===== src/rtl/bus_trace_window.sv =====
// bus_trace_window: 6502 bus observer with prioritised address windows and a trace FIFO.
// Optional BUS_TRACE_TIMESTAMP_EN adds the rd_stamp field to each record.
module bus_trace_window #(
  parameter int NWIN = 4,
  parameter int DEPTH = 16,
  parameter int AW = 16,
  parameter int DW = 8,
  localparam int WW = $clog2(NWIN + 1),
  localparam int CW = $clog2(DEPTH + 1)
)(
  input  logic               CLK25MHZ,
  input  logic               rst_n,
  input  logic               PHI2,
  input  logic               RW,
  input  logic               SYNC,
  input  logic [AW-1:0]      A,
  input  logic [DW-1:0]      D,
  input  logic [NWIN*AW-1:0] win_mask,
  input  logic [NWIN*AW-1:0] win_pattern,
  input  logic [NWIN-1:0]    win_en,
  input  logic               capture_all,
  output logic [NWIN-1:0]    cs_n,
  output logic               rd_valid,
  input  logic               rd_ready,
  output logic [AW-1:0]      rd_addr,
  output logic [DW-1:0]      rd_data,
  output logic               rd_rw,
  output logic               rd_sync,
  output logic [WW-1:0]      rd_win,
  output logic [CW-1:0]      fifo_count,
  output logic               overflow,
  input  logic               clr_overflow,
`ifdef BUS_TRACE_TIMESTAMP_EN
  output logic [15:0]        rd_stamp,
`endif
  output logic [15:0]        cycle_count
);
  localparam int PW = $clog2(DEPTH);
  localparam int LW = AW + DW + 2 + WW;
`ifdef BUS_TRACE_TIMESTAMP_EN
  localparam int RECW = LW + 16;
`else
  localparam int RECW = LW;
`endif

  function automatic logic [WW-1:0] first_hit(input logic [NWIN-1:0] m);
    first_hit = WW'(NWIN);
    for (int i = NWIN - 1; i >= 0; i--) if (m[i]) first_hit = WW'(i);
  endfunction

  logic [AW+DW+2:0] s1_q, s2_q;
  logic             phi2_s, rw_s, sync_s;
  logic [AW-1:0]    a_s;
  logic [DW-1:0]    d_s;
  logic [NWIN-1:0]  raw_m, syn_m;
  logic [WW-1:0]    raw_win, syn_win;
  logic [1:0]       edge_q;
  logic [15:0]      cc_q;
  logic [PW-1:0]    wp_q, wp_d, rp_q, rp_d;
  logic [CW-1:0]    cnt_q, cnt_d;
  logic             ovf_q, ovf_d;
  logic [RECW-1:0]  out_q, out_d, rec;
  logic [RECW-1:0]  mem [DEPTH];
  logic             fall, push, pop, push_ok;

  assign {phi2_s, rw_s, sync_s, a_s, d_s} = s2_q;

  for (genvar i = 0; i < NWIN; i++) begin : g_win
    assign raw_m[i] = win_en[i] & ((A & win_mask[i*AW +: AW]) == (win_pattern[i*AW +: AW] & win_mask[i*AW +: AW]));
    assign syn_m[i] = win_en[i] & ((a_s & win_mask[i*AW +: AW]) == (win_pattern[i*AW +: AW] & win_mask[i*AW +: AW]));
    assign cs_n[i]  = ~(PHI2 & (raw_win == WW'(i)));
  end

  assign raw_win = first_hit(raw_m);
  assign syn_win = first_hit(syn_m);

`ifdef BUS_TRACE_TIMESTAMP_EN
  assign rec = {cc_q, a_s, d_s, rw_s, sync_s, syn_win};
  assign rd_stamp = out_q[RECW-1 -: 16];
`else
  assign rec = {a_s, d_s, rw_s, sync_s, syn_win};
`endif

  // The head register lets rd_* keep the last popped record once the FIFO drains.
  always_comb begin
    fall    = edge_q == 2'b10;
    push    = fall & (capture_all | (|syn_m));
    pop     = (cnt_q != '0) & rd_ready;
    push_ok = push & ((cnt_q != CW'(DEPTH)) | pop);
    wp_d    = wp_q + PW'(push_ok);
    rp_d    = rp_q + PW'(pop);
    cnt_d   = cnt_q + CW'(push_ok) - CW'(pop);
    ovf_d   = (push & ~push_ok) | (ovf_q & ~clr_overflow);
    out_d   = (cnt_d == '0) ? out_q : (push_ok && wp_q == rp_d) ? rec : mem[rp_d];
  end

  always_ff @(posedge CLK25MHZ or negedge rst_n)
    if (!rst_n) begin
      s1_q   <= '0;
      s2_q   <= '0;
      edge_q <= '0;
      cc_q   <= '0;
      wp_q   <= '0;
      rp_q   <= '0;
      cnt_q  <= '0;
      ovf_q  <= 1'b0;
      out_q  <= '0;
    end else begin
      s1_q   <= {PHI2, RW, SYNC, A, D};
      s2_q   <= s1_q;
      edge_q <= {edge_q[0], phi2_s};
      cc_q   <= cc_q + 16'(fall);
      wp_q   <= wp_d;
      rp_q   <= rp_d;
      cnt_q  <= cnt_d;
      ovf_q  <= ovf_d;
      out_q  <= out_d;
    end

  always_ff @(posedge CLK25MHZ)
    if (push_ok) mem[wp_q] <= rec;

  assign {rd_addr, rd_data, rd_rw, rd_sync, rd_win} = out_q[LW-1:0];
  assign rd_valid    = cnt_q != '0;
  assign fifo_count  = cnt_q;
  assign overflow    = ovf_q;
  assign cycle_count = cc_q;
endmodule

===== config.mk =====
export PLATFORM = sky130hd
export DESIGN_NAME = bus_trace_window
export DESIGN_NICKNAME = d
export VERILOG_FILES = /design/src/rtl/bus_trace_window.sv
export SDC_FILE = /design/constraint.sdc
export NUM_CORES = 1
export LEC_CHECK = 0
export BUFFER_PORTS_ARGS = -buffer_cell sky130_fd_sc_hd__buf_4
export CAP_MARGIN = 20
export CORE_UTILIZATION = 45
export CTS_CLUSTER_SIZE = 12
export DETAILED_ROUTE_END_ITERATION = 6
export GPL_TIMING_DRIVEN = 0
export PLACE_DENSITY = 0.72
export SLEW_MARGIN = 20
export SYNTH_ARGS = -nofsm -noshare
export SYNTH_HDL_FRONTEND = slang
export SYNTH_SLANG_ARGS = --single-unit

===== constraint.sdc =====
create_clock -name CLK25MHZ -period 14.9 [get_ports CLK25MHZ]
set_input_delay 2.98 -clock CLK25MHZ [delete_from_list [all_inputs] [get_ports CLK25MHZ]]
set_output_delay 2.98 -clock CLK25MHZ [all_outputs]
set_load 0.02 [all_outputs]

==> run metrics <==
pin count of the biggest net entering global routing 86; gr usage total 24.0%; Synth Flop Type edfxtp_1; startpoint class of the critical path input pin; area leader, netlist edfxtp_1; Post-Syn Instances 1213; die width 231 um; Reg2Reg Depth 20; CP Max Fanout 25; share of the yosys chip area belonging to registers 71.0%; cts repair resizes 0; Peak VDD IR 99.6 uV; drc violations 0; Post-Synth XOR/XNOR Area 5.55%; achievable frequency 116 MHz; routed len/inst 27.8 um; worst hold path depth 0; final WL 63500 um; DP HPWL 45200 um; setup repair after global routing missed its margin no; CTS tree done; fillers 3938; leak pwr 0.0103 uW; cell area after synthesis 23700 sq um; first-pass GRT wire length 92400 um; compound-gate portion of the synthesized area 3.73%; total CTS buffers 57; Clk Latency, worst-skew pair 580 ps; crit share post-route 57.8%; Setup Skew 13.2 ps; chip height 231 um; status finished clean; synthesized net count 1389; HP Class reg -> reg; Pwr per Cell Area 180 nW/um^2; vias in the first global route 13800; # Post-CTS Setup Buffers 0; Synth Area in Adders 0.666%; Detail Route Antenna Nets 0; row cnt 83; CTS root buf clkbuf_16; Synth Area in Simple Gates 2.74%; Synth warnings 0; Top Ports 220; max_cap viols 0; nets@finish 1733; Reg area 16800 sq um; clk sinks 579; Fin. Hold Viols 0; Setup violations, final 0; Slew @ Worst Pin 1100 ps; grt total ovfl 0; CTS Hold Bufs 0; Pre-Repair DR Iteration Count 5; buffer depth of the longest clock path 3; vias 13400; RePlAce Congestion 0.872; I/O Buffers 219; Syn-to-layout area delta 20.9%; critical path class in -> reg; Multi-input gate area 6630 sq um; antenna violations before repair 0; Worst Path Required 15420 ps; multiplexer share of the synthesized area 14.9%; main combinational cell family by area after synthesis multiplexers; synth top area cells edfxtp_1, mux4_2, dfrtp_1; top cell type's share of synthesized area 58.9%; DRT iter0 DRCs 1352; Initial Util 45.9%; clock slew at reported path FFs 60 ps; Netlist cell types 53; via/cell ratio 5.86; Syn Area/Cell 19.5 sq um; final setup TNS 0 ps; CP arrival 9130 ps; Slew HR 26.7%; total core area 51600 sq um; final instance area 28600 sq um; Final Slew Violations 0; CP endpoint kind flop; H-tree depth 2; min Tclk post-route 8610 ps; Placed Area 26900 sq um; share of cells above drive strength 1 35.5%; ys async rst share 19.9%; Yosys reg bits 579; Post-synth EDFFs 464; die area 53500 sq um
state kept, by name, summed over array words and instances, names as in the netlist, 4 cells and up:
| name | cells |
|---|---|
| fifo_count | 5 |
| mem | 464 |
| out_q | 29 |
| s1_q | 27 |
| cycle_count | 16 |
| rp_q | 4 |
| s2_q | 27 |
| wp_q | 4 |
through the flow:
step           utilization [%]  total power [uW]  setup slack [ps]  std cells  hold slack [ps]
3_5_place_dp              52.1              3840              5980       2178              335
6_report                  55.5              5150              6290       2286              341
2_1_floorplan                -              3240              7060       1213              331
5_1_grt                   55.5              5360              6220       2285              353
4_1_cts                   55.5              5180              6560       2285              345
3_3_place_gp              50.7              3780              2640       2112              334
critical path: stages:
cell,delay (ps)
buf_4,120
xor2_1,220
a22oi_1,130
and4_1,220
nand3_1,280
nor4bb_1,710
buf_2,540
a211o_1,210
buf_6,160
buf_6,230
mux2i_1,110
ha_1,230
fa_1,450
xor2_1,190
or3_1,340
nor3_2,620
clkbuf_1,860
nand2_1,210
o31ai_1,160
a31o_1,150
logic make-up after synthesis:
logic type                 Yosys count
DFF                                579
muxes                              169
xor gates and xnor gates           150
and+or+nand+nor                    117
AOI/OAI and AO/OA                  108
buffers and inverters               78
adders and majority gates           12
worst paths after layout:
path / slack [ps] / end / start
min: 340 / s2_q[5]$_DFF_PN0_ / s1_q[5]$_DFF_PN0_
max: 6290 / out_q[0]$_DFFE_PN0P_ / win_pattern[44]
min reg2reg: 340 / s2_q[5]$_DFF_PN0_ / s1_q[5]$_DFF_PN0_
max in group asynchronous: 11840 / s2_q[17]$_DFF_PN0_ / rst_n
max reg2reg: 7580 / out_q[0]$_DFFE_PN0P_ / s2_q[20]$_DFF_PN0_
min in group asynchronous: 2260 / s2_q[1]$_DFF_PN0_ / rst_n
synth_stat cells, drive strengths merged (3+ instances only):
library cell,count
xnor2,11
edfxtp,464
a21oi,5
a2111oi,4
a222oi,5
ha,11
buf,28
xor2,139
inv,11
a22o,7
a221oi,4
nand3,10
o21ai,4
dfrtp,115
clkbuf,38
and4,4
a211oi,5
a22oi,40
nand4,15
nand2,27
nor2,20
o32a,22
nor3,14
nor4,8
nand3b,3
nand2b,6
mux2,23
mux4,144
cell usage in the layout (no fill, tap or decap), drive strengths merged, types with 20 or more instances in the layout:
master    n
a22oi    40
nand2    27
nor2     20
dfrtp   115
buf     312
clkbuf  139
mux2     23
edfxtp  464
xor2    139
o32a     22
mux4    144
where the power goes:
part	total [uW]	switching, uW	internal, uW
Combinational	1860	933	928
Sequential	1950	81.7	1870
Clock	1340	571	771
Total	5150	1590	3570
cell type report:
| type | instances | area share (%) |
|---|---|---|
| antenna | 1 | 0.00874 |
| buffer | 66 | 1.03 |
| clock buffer | 100 | 5.84 |
| clock inverter | 7 | 0.227 |
| inverter | 12 | 0.157 |
| multi-input combinational | 556 | 23.2 |
| sequential | 579 | 58.7 |
| tap | 680 | 2.97 |
| timing repair buffer | 285 | 7.86 |
metal layers:
| metal | vias up | share of wire (%) | global-route usage, % |
|---|---|---|---|
| li1 | 5621 | - | - |
| met1 | 7025 | 42 | 34.5 |
| met2 | 654 | 48 | 37.8 |
| met3 | 102 | 7.9 | 4.70 |
| met4 | 0 | 2.2 | 5.84 |
| met5 | - | 0 | 0 |
Note: power is estimated with default switching activity, not from simulation.
